`src/rtl/neuron_layer_seq.sv`:
```
// neuron_layer_seq: sequences one fully-connected layer over a shared
// single-MAC neuron datapath. For each output neuron the bias is loaded,
// then N_IN multiply-accumulate steps run through the external datapath,
// and the result leaves through a valid/ready port.
// Optional build macro: NARNET_RELU_EN (applies ReLU to the emitted value only).
`timescale 1ns/1ps
module neuron_layer_seq #(
  parameter int N_IN  = 4,
  parameter int N_OUT = 4,
  localparam int XW = (N_IN > 1) ? $clog2(N_IN) : 1,
  localparam int BW = (N_OUT > 1) ? $clog2(N_OUT) : 1,
  localparam int WW = (N_IN * N_OUT > 1) ? $clog2(N_IN * N_OUT) : 1
) (
  input  logic          clk,
  input  logic          rst,
  input  logic          start,
  output logic          busy,
  output logic          done,
  output logic [XW-1:0] x_addr,
  input  logic [7:0]    x_data,
  output logic [WW-1:0] w_addr,
  input  logic [7:0]    w_data,
  output logic [BW-1:0] b_addr,
  input  logic [7:0]    b_data,
  output logic [7:0]    n_w,
  output logic [7:0]    n_x,
  output logic [7:0]    n_b,
  input  logic [7:0]    n_out,
  output logic          y_valid,
  input  logic          y_ready,
  output logic [BW-1:0] y_idx,
  output logic [7:0]    y_data
);

  typedef enum logic [2:0] {IDLE, BRD, BLD, RD, MAC, EMIT, DONE} state_t;

  state_t        state_reg, state_next;
  logic [7:0]    acc_reg, acc_next;
  logic [BW-1:0] o_reg, o_next;
  logic [XW-1:0] i_reg, i_next;
  logic [XW-1:0] x_hold_reg;
  logic [WW-1:0] w_hold_reg;
  logic [BW-1:0] b_hold_reg;
  logic [WW-1:0] w_calc;
  logic [7:0]    y_value;

  // Flat weight address for neuron o, input i.
  assign w_calc = WW'(o_reg) * WW'(N_IN) + WW'(i_reg);

  // Emitted value; the accumulator itself is never modified by ReLU.
`ifdef NARNET_RELU_EN
  assign y_value = acc_reg[7] ? 8'h00 : acc_reg;
`else
  assign y_value = acc_reg;
`endif

  // State, counters, accumulator and held addresses.
  always_ff @(posedge clk or negedge rst) begin
    if (!rst) begin
      state_reg  <= IDLE;
      acc_reg    <= 8'h00;
      o_reg      <= '0;
      i_reg      <= '0;
      x_hold_reg <= '0;
      w_hold_reg <= '0;
      b_hold_reg <= '0;
    end else begin
      state_reg  <= state_next;
      acc_reg    <= acc_next;
      o_reg      <= o_next;
      i_reg      <= i_next;
      x_hold_reg <= x_addr;
      w_hold_reg <= w_addr;
      b_hold_reg <= b_addr;
    end
  end

  // Datapath operands live in their own block so the n_* -> n_out -> acc_next
  // path through the external datapath is not seen as a loop.
  always_comb begin
    n_w = 8'h00;
    n_x = 8'h00;
    n_b = 8'h00;
    if (state_reg == MAC) begin
      n_w = w_data;
      n_x = x_data;
      n_b = acc_reg;
    end
  end

  // Next-state logic and control outputs; addresses hold unless driven.
  always_comb begin
    state_next = state_reg;
    acc_next   = acc_reg;
    o_next     = o_reg;
    i_next     = i_reg;
    busy       = 1'b1;
    done       = 1'b0;
    y_valid    = 1'b0;
    y_idx      = '0;
    y_data     = 8'h00;
    x_addr     = x_hold_reg;
    w_addr     = w_hold_reg;
    b_addr     = b_hold_reg;
    case (state_reg)
      IDLE: begin
        busy = 1'b0;
        if (start) begin
          o_next     = '0;
          i_next     = '0;
          state_next = BRD;
        end
      end
      BRD: begin
        b_addr     = o_reg;
        state_next = BLD;
      end
      BLD: begin
        acc_next   = b_data;
        i_next     = '0;
        state_next = RD;
      end
      RD: begin
        x_addr     = i_reg;
        w_addr     = w_calc;
        state_next = MAC;
      end
      MAC: begin
        acc_next = n_out;
        if (i_reg == XW'(N_IN - 1)) begin
          state_next = EMIT;
        end else begin
          i_next     = i_reg + 1'b1;
          state_next = RD;
        end
      end
      EMIT: begin
        y_valid = 1'b1;
        y_idx   = o_reg;
        y_data  = y_value;
        if (y_ready) begin
          if (o_reg == BW'(N_OUT - 1)) begin
            state_next = DONE;
          end else begin
            o_next     = o_reg + 1'b1;
            state_next = BRD;
          end
        end
      end
      DONE: begin
        done       = 1'b1;
        state_next = IDLE;
      end
      default: state_next = IDLE;
    endcase
  end

endmodule

```
`config.mk`:
```
export PLATFORM = sky130hd
export DESIGN_NAME = neuron_layer_seq
export DESIGN_NICKNAME = d
export VERILOG_FILES = /design/src/rtl/neuron_layer_seq.sv
export SDC_FILE = /design/constraint.sdc
export NUM_CORES = 1
export LEC_CHECK = 0
export ABC_AREA = 1
export CAP_MARGIN = 25
export CORE_MARGIN = 2
export CORE_UTILIZATION = 34
export CTS_CLUSTER_DIAMETER = 100
export DETAILED_ROUTE_END_ITERATION = 7
export GPL_ROUTABILITY_DRIVEN = 1
export MAX_ROUTING_LAYER = met4
export PLACE_DENSITY = 0.76
export SYNTH_ARGS = -nofsm -noshare
export SYNTH_HDL_FRONTEND = slang
export SYNTH_SLANG_ARGS = --single-unit
```
`constraint.sdc`:
```
create_clock -name clk -period 1.2 [get_ports clk]
set_input_delay 0.24 -clock clk [delete_from_list [all_inputs] [get_ports clk]]
set_output_delay 0.24 -clock clk [all_outputs]
set_load 0.05 [all_outputs]
```
# Word level (Yosys, flattened, before mapping)
# Cells that the tools add are included.
[totals] ff_bits=23 output_inout_bits=45 elab_cells=52
[classes] mux=23 n_addsub=3 n_reduce_logical=7 eq_ne=12
[op_table] cell="$mux 8" count=4
[op_table] cell="$pmux 3 s6" count=1
[op_table] cell="$pmux 8 s2" count=1
[op_table] cell="$mux 2" count=7
[op_table] cell="$mux 3" count=4
[op_table] cell="$eq 3x3->1 const B" count=3
[op_table] cell="$ne 2x2->1 const B" count=4
[op_table] cell="$eq 3x2->1 const B" count=2
[op_table] cell="$pmux 2 s3" count=1
[op_table] cell="$add 2x1->2 const B" count=2
[op_table] cell="$add 4x2->4" count=1
[op_table] cell="$eq 2x2->1 const B" count=2
[op_table] cell="$mux 4" count=1
[op_table] cell="$pmux 2 s2" count=1
[op_table] cell="$reduce_and 4->1" count=1
[op_table] cell="$reduce_bool 2->1" count=2
[op_table] cell="$eq 3x1->1 const B" count=1
[op_table] cell="$logic_not 3->1" count=1
[op_table] cell="$mux 1" count=3
[op_table] cell="$reduce_and 3->1" count=1
[op_table] cell="$reduce_bool 3->1" count=1
[op_table] cell="$reduce_and 2->1" count=1

# Logic depth before layout (Yosys ltp)
# Gate-level depths: netlist of run 1.
[depth] word_depth=4 ltp_mapped=9 mapped_depth_nobuf=8

# Worst setup path after synthesis of run 1
# OpenSTA, ideal clock, no wires.
[synth_path] path_kind="register to register" start="register state_reg[2]" end="register w_hold_reg[2]" required_ps=951 path_stages_with_launch=4 slack_ps=-994 setup_ps=249 arrival_time_ps=1946 period_less_slack_ps=2194 path_cell_list="dfrtp_1 > inv_2 > nand3_2 > o21ai_0"
[synth_via] elab_chain_len=2
[synth_lines] element="start, declared" line="37" source="state_t state_reg, state_next;"
[synth_lines] element="start signal, assigned" line="68" source="state_reg <= state_next;"
[synth_lines] element="$eq 3x2->1" line="105" source="case (state_reg)"
[synth_lines] element="$mux 4" line="105"
[synth_lines] element="net w_addr[2]" line="21" source="output logic [WW-1:0] w_addr,"
[synth_lines] element="end signal, assigned" line="73" source="w_hold_reg <= w_addr;"
[synth_lines] element="end, declared" line="42" source="logic [WW-1:0] w_hold_reg;"
# The timed path passes the listed nets, and every way through them passes these cells.
# A chain may end at the register's enable or synchronous reset.

# Final worst setup path of run 1
[layout_path] start="register state_reg[2]" end="output port w_addr[3]"
[layout_via] elab_chain_len=2
[layout_lines] element="$eq 3x2->1" line="105"
[layout_lines] element="$mux 4" line="105"
[layout_lines] element="end, declared" line="21"
# No other way between the ends.

==> impl_metrics.json, run 1 <==
{
  "synth_top_family_by_area": "simple AND/OR/NAND/NOR gates",
  "synth_compound_area_share_pct": 8.13,
  "irDropWorstVdd_mv": 1.58,
  "synth.avg_cell_area_sq_um": 7.11,
  "cp-end-kind": "output port",
  "reg2reg_depth": 9,
  "cp_max_fo": 4,
  "yosys-top-cells-area": "dfrtp_1 41%, nor2_1 13%, nand2_1 8.8%",
  "setup_ws_ns": -0.482,
  "fp-row-count": 23,
  "yosys.area_share.simple_pct": 36.3,
  "cts_buffer_depth": 2,
  "viasPerCell": 5.22,
  "yosysSeqAreaShare_pct": 40.7,
  "dp.cells": 347,
  "setup_violations": 61,
  "grt-ovfl-total": 0,
  "synth-adder-area-share_pct": 1.77,
  "routed_wl_mm": 6.92,
  "ant_nets": 0,
  "nets": 357,
  "max_freq_mhz": 594,
  "worst_slew_pin_slew_ns": 0.341,
  "clock-skew-final_ns": 0.00224,
  "die_w_um": 68.5,
  "drc": 0,
  "clk_latency_ns": 0.26,
  "cts_sinks": 23,
  "setup_tns_ns": -24.70,
  "numCtsBuffers": 3,
  "worstPathRequired_ns": 0.96,
  "max_cap_viol_count": 0,
  "crit_arrival_ns": 1.44,
  "ys_ff_latch": 23,
  "status": "complete, but fails checks",
  "coreArea_sq_mm": 0.00400,
  "path_buf_inv": 3,
  "antenna_cells": 0,
  "grt_setup_unrepaired": "true",
  "critPathTopFamily": "flip-flops",
  "grt_pass1_wl_mm": 9.74,
  "path_clk_slew_ns": 0.09,
  "yosysTopAreaCell": "dfrtp_1",
  "synth_cell_types": 19,
  "syn_area_sq_mm": 0.00142,
  "netlist_instances": 199,
  "fin_crit_sh_pct": 140,
  "post-dp-hpwl_mm": 3.96,
  "layout-drive-gt1-share_pct": 53.8,
  "cellPowerDensity_mw_per_mm2": 1890,
  "fin_cells": 368,
  "start_util_pct": 35.4,
  "fp.dieH_um": 68.5,
  "wire_per_inst_um": 18.8,
  "critical_path_depth": 5,
  "portBuffers": 80,
  "muxShareOfSynthArea_pct": 0,
  "place.gp.congestion": 0.837,
  "drt_pass1_iterations": 4,
  "syn_nets": 237,
  "num_vias": 1920,
  "finalHoldViolCount": 0,
  "violations": "setup timing",
  "crit_path_max_incr_delay_ns": 0.48,
  "ios": 81,
  "grt_antenna_before_repair": 0,
  "cp_cell_sequence": "inv_4, nand3_4, buf_6, o21ai_4, buf_12",
  "relSlewSlack_pct": 77.3,
  "p_leak_nw": 1.62,
  "cpMaxStageDelayCell": "dfrtp_2",
  "synth_xor_area_share_pct": 0,
  "grt_max_degree": 24,
  "h-tree-depth": 1,
  "syn2layout_area_growth_pct": 157,
  "tritoncts": "yes",
  "root_buffer": "clkbuf_8",
  "grtUsageTotal_pct": 29.6,
  "fin_crit_ns": 1.68,
  "drt_iter0_markers": 120,
  "dieArea_sq_mm": 0.00469,
  "start_kind": "register",
  "ys_warn_count": 0,
  "fillers": 145,
  "path_class": "reg2out",
  "synth_top_cell_area_share_pct": 40.7,
  "slew_violations": 0,
  "min_path_type": "in2async",
  "largest_register_ffs": 8,
  "grt_pass1_vias": 1934
}
==> through the flow <==
step / hold WS, ns / power, mW / util [%] / worst slack [ns] / area [sq um]
after floorplan: -0.0556 / 3.60 / - / -0.351 / 1760
final: 0.347 / 6.88 / 90.9 / -0.482 / 3630
after detailed placement: 0.493 / 5.37 / 81.4 / -0.224 / 3260
after global routing: 0.380 / 7.18 / 90.9 / -0.518 / 3630
after global placement: 0.487 / 5.23 / 81.4 / -0.166 / 3260
after CTS: 0.336 / 6.40 / 88.4 / -0.445 / 3540
==> repair_timing <==
action | CTS | global route
pin swaps | 5 | 4
setup buffers | 11 | 6
setup endpoints to repair | 60 | 60
hold buffers | 0 | 0
gates resized for setup | 43 | 15
==> layer usage <==
metal	track usage (%)	share of wire (%)	wire, um
met1	32.9	34	2380
met2	53.1	54	3710
met3	5.36	7.9	547
met4	9.75	4.1	285
met5	-	0	0
==> final cells by class <==
cell class / instances / area, sq um / area share [%]
sequential: 23 / 579 / 15.9
inverter: 35 / 140 / 3.86
multi-input combinational: 135 / 1130 / 31.0
clock buffer: 4 / 45.0 / 1.24
timing repair buffer: 121 / 1680 / 46.2
tap: 50 / 62.6 / 1.72
==> logic make-up after synthesis <==
family                     count (synthesis)
DFF                                       23
AOI/OAI and AO/OA                         23
buffers and inverters                     41
adders and majority gates                  2
and+or+nand+nor                          110
==> final timing paths <==
path | from | to | slack (ns)
max | state_reg[2]$_DFFE_PN0P_ | w_addr[3] | -0.48
min | rst | i_reg[0]$_DFFE_PN0P_ | 0.35
max reg2reg | state_reg[2]$_DFFE_PN0P_ | i_reg[0]$_DFFE_PN0P_ | -0.37
min reg2reg | acc_reg[6]$_DFFE_PN0P_ | acc_reg[6]$_DFFE_PN0P_ | 0.53
max in group asynchronous | rst | state_reg[1]$_DFFE_PN0P_ | 0.60
min in group clk | acc_reg[6]$_DFFE_PN0P_ | acc_reg[6]$_DFFE_PN0P_ | 0.53
==> cell usage after synthesis (all sizes together) <==
| master | n |
|---|---|
| a21oi | 1 |
| buf | 6 |
| dfrtp | 23 |
| ha | 2 |
| inv | 35 |
| nand2 | 37 |
| nand3 | 16 |
| nand4 | 2 |
| nor2 | 55 |
| o21ai | 22 |
==> cells in the final DEF (no fill, tap or decap), types with 3 or more instances in the layout <==
| cell | n |
|---|---|
| nand2_1 | 17 |
| buf_6 | 8 |
| clkbuf_8 | 3 |
| nor2_2 | 3 |
| nand2_4 | 13 |
| dfrtp_2 | 3 |
| dfrtp_1 | 20 |
| nor2_4 | 40 |
| nand3_4 | 3 |
| nor2_1 | 12 |
| nand2_2 | 5 |
| o21ai_4 | 4 |
| buf_4 | 25 |
| clkdlybuf4s50_1 | 35 |
| o21ai_1 | 15 |
| inv_1 | 30 |
| nand3_1 | 11 |
| buf_12 | 51 |
==> report_power, final <==
| part | switching [mW] | total [mW] | internal [mW] |
|---|---|---|---|
| clock | 0.263 | 0.500 | 0.237 |
| combinational | 2.85 | 5.02 | 2.18 |
| sequential | 0.290 | 1.36 | 1.07 |
(Power assumes the default switching activity.)
==> inputs of run 2 (changes only) <==
--- a/config.mk
+++ b/config.mk
@@ -12,6 +12,7 @@
 export CTS_CLUSTER_DIAMETER = 100
 export DETAILED_ROUTE_END_ITERATION = 7
 export GPL_ROUTABILITY_DRIVEN = 1
+export GPL_TIMING_DRIVEN = 0
 export MAX_ROUTING_LAYER = met4
 export PLACE_DENSITY = 0.76
 export SYNTH_ARGS = -nofsm -noshare
==> constraint.sdc (replaced) <==
create_clock -name clk -period 1.2 [get_ports clk]
set_input_delay 0.24 -clock clk [delete_from_list [all_inputs] [get_ports clk]]
set_output_delay 0.24 -clock clk [all_outputs]
set_load 0.005 [all_outputs]
==> impl_metrics.json, run 2 (synthesis results as in run 1) <==
{
  "post-dp-hpwl_mm": 3.12,
  "rr_endpoint": "acc_reg[4]$_DFFE_PN0P_",
  "fp-row-count": 23,
  "reg2reg_depth": 8,
  "final_cell_mix": "38 x buf_2, 34 x clkdlybuf4s50_1, 29 x inv_1",
  "drt_pass1_iterations": 4,
  "layout-drive-gt1-share_pct": 57.9,
  "drt_iter0_markers": 101,
  "crit_arrival_ns": 1.62,
  "violations": "setup timing",
  "crit-reg2reg-launch": "state_reg[1]$_DFFE_PN0P_",
  "p_leak_nw": 1.70,
  "relSlewSlack_pct": 82.2,
  "numCtsBuffers": 3,
  "num_vias": 1973,
  "grt_setup_unrepaired": "true",
  "portBuffers": 80,
  "ios": 81,
  "fin_crit_ns": 1.86,
  "start_util_pct": 35.4,
  "h-tree-depth": 1,
  "grt_pass1_wl_mm": 8.18,
  "grt-ovfl-total": 0,
  "cp-end-kind": "output port",
  "path_class": "reg2out",
  "cts_sinks": 23,
  "status": "complete, but fails checks",
  "placed_area_sq_mm": 0.00234,
  "max_freq_mhz": 536,
  "clk_latency_ns": 0.27,
  "grt_antenna_before_repair": 0,
  "place.gp.congestion": 0.874,
  "coreArea_sq_mm": 0.00400,
  "largest_register_ffs": 8,
  "wire_per_inst_um": 17.7,
  "fillers": 234,
  "root_buffer": "clkbuf_8",
  "max_cap_viol_count": 0,
  "dieArea_sq_mm": 0.00469,
  "fp.dieH_um": 68.5,
  "setup_ws_ns": -0.665,
  "cp_max_fo": 5,
  "path_clk_slew_ns": 0.09,
  "fin_crit_sh_pct": 155,
  "finalInstanceArea_sq_mm": 0.00322,
  "irDropWorstVdd_mv": 1.16,
  "worst_slew_pin_slew_ns": 0.266,
  "die_w_um": 68.5,
  "wirelength_met1_mm": 2.71,
  "final_common_cell": "buf_2",
  "antenna_cells": 0,
  "top_layer": "met4",
  "finalHoldViolCount": 0,
  "drc": 0,
  "grtUsageTotal_pct": 24.3,
  "tritoncts": "yes",
  "syn2layout_area_growth_pct": 127,
  "setup_violations": 65,
  "nets": 379,
  "fin_hold_ws_ns": 0.454,
  "grt_max_degree": 24,
  "clock-skew-final_ns": 0.00689,
  "multiInputGateArea_sq_mm": 0.00103,
  "grt_pass1_vias": 1745,
  "worstPathRequired_ns": 0.96,
  "cellPowerDensity_mw_per_mm2": 1850,
  "routed_wl_mm": 6.90,
  "wl_met2_mm": 3.56,
  "cts_buffer_depth": 2,
  "start_kind": "register",
  "route.met3.wl_um": 516,
  "ant_nets": 0,
  "min_path_type": "in2async",
  "seq_area_sq_um": 578,
  "viasPerCell": 5.06,
  "reg2reg_setup_slack_ns": -0.38,
  "slew_violations": 0
}
run 2: cell type report:
class / instances / share of cell area (%)
inverter: 35 / 4.78
tap: 50 / 1.94
buffer: 6 / 3.03
sequential: 23 / 18.0
timing repair buffer: 136 / 38.8
clock buffer: 3 / 1.28
clock inverter: 1 / 0.233
multi-input combinational: 136 / 31.9
run 2: timing repair:
item / in CTS / in global routing
hold endpoints to repair: 0 / 2
setup buffers: 34 / 20
endpoints found under the setup margin: 89 / 63
hold buffers: 0 / 1
cloned: 4 / 0
pin swaps: 14 / 26
resized for setup: 236 / 87
run 2: metal layers:
layer	vias up	track usage, %
li1	903	-
met1	964	30.2
met2	93	41.5
met3	13	3.41
met4	0	6.75
met5	-	-
run 2: how the worst max path moves through the flow:
stage | start | to | slack, ns | depth (start not counted)
final | state_reg[1]$_DFFE_PN0P_ | n_b[7] | -0.66 | 7
after global routing | state_reg[1]$_DFFE_PN0P_ | n_b[7] | -0.72 | 7
after CTS | state_reg[1]$_DFFE_PN0P_ | n_b[3] | -0.55 | 7
after detailed placement | state_reg[2]$_DFFE_PN0P_ | x_addr[1] | -0.75 | 6
after global placement | state_reg[2]$_DFFE_PN0P_ | x_addr[1] | -0.72 | 6
after floorplan | state_reg[0]$_DFFE_PN0P_ | n_b[1] | -0.13 | 6
run 2: worst max-delay path: stages, from the launching register on:
cell	delay, ns
dfrtp_2	0.45
buf_6	0.14
nor2_4	0.15
nand2_4	0.09
buf_4	0.16
buf_6	0.12
nor2_1	0.09
buf_2	0.13
run 2: per-stage QoR:
step	util (%)	setup slack (ns)	total power, mW	setup TNS (ns)	std cells
floorplan	-	-0.132	2.50	-3.13	199
global placement	58.4	-0.716	3.25	-36.88	329
detailed placement	58.4	-0.747	3.28	-38.36	329
CTS	69.0	-0.545	4.70	-23.62	371
global route	80.5	-0.715	6.26	-33.34	390
finish	80.5	-0.665	5.97	-30.62	390
run 2: where the power goes:
part | total (mW) | switching, mW | internal (mW) | leakage (nW)
Combinational | 4.16 | 2.16 | 2.00 | 1.37
Clock | 0.508 | 0.272 | 0.236 | 0.0217
Sequential | 1.30 | 0.235 | 1.07 | 0.300
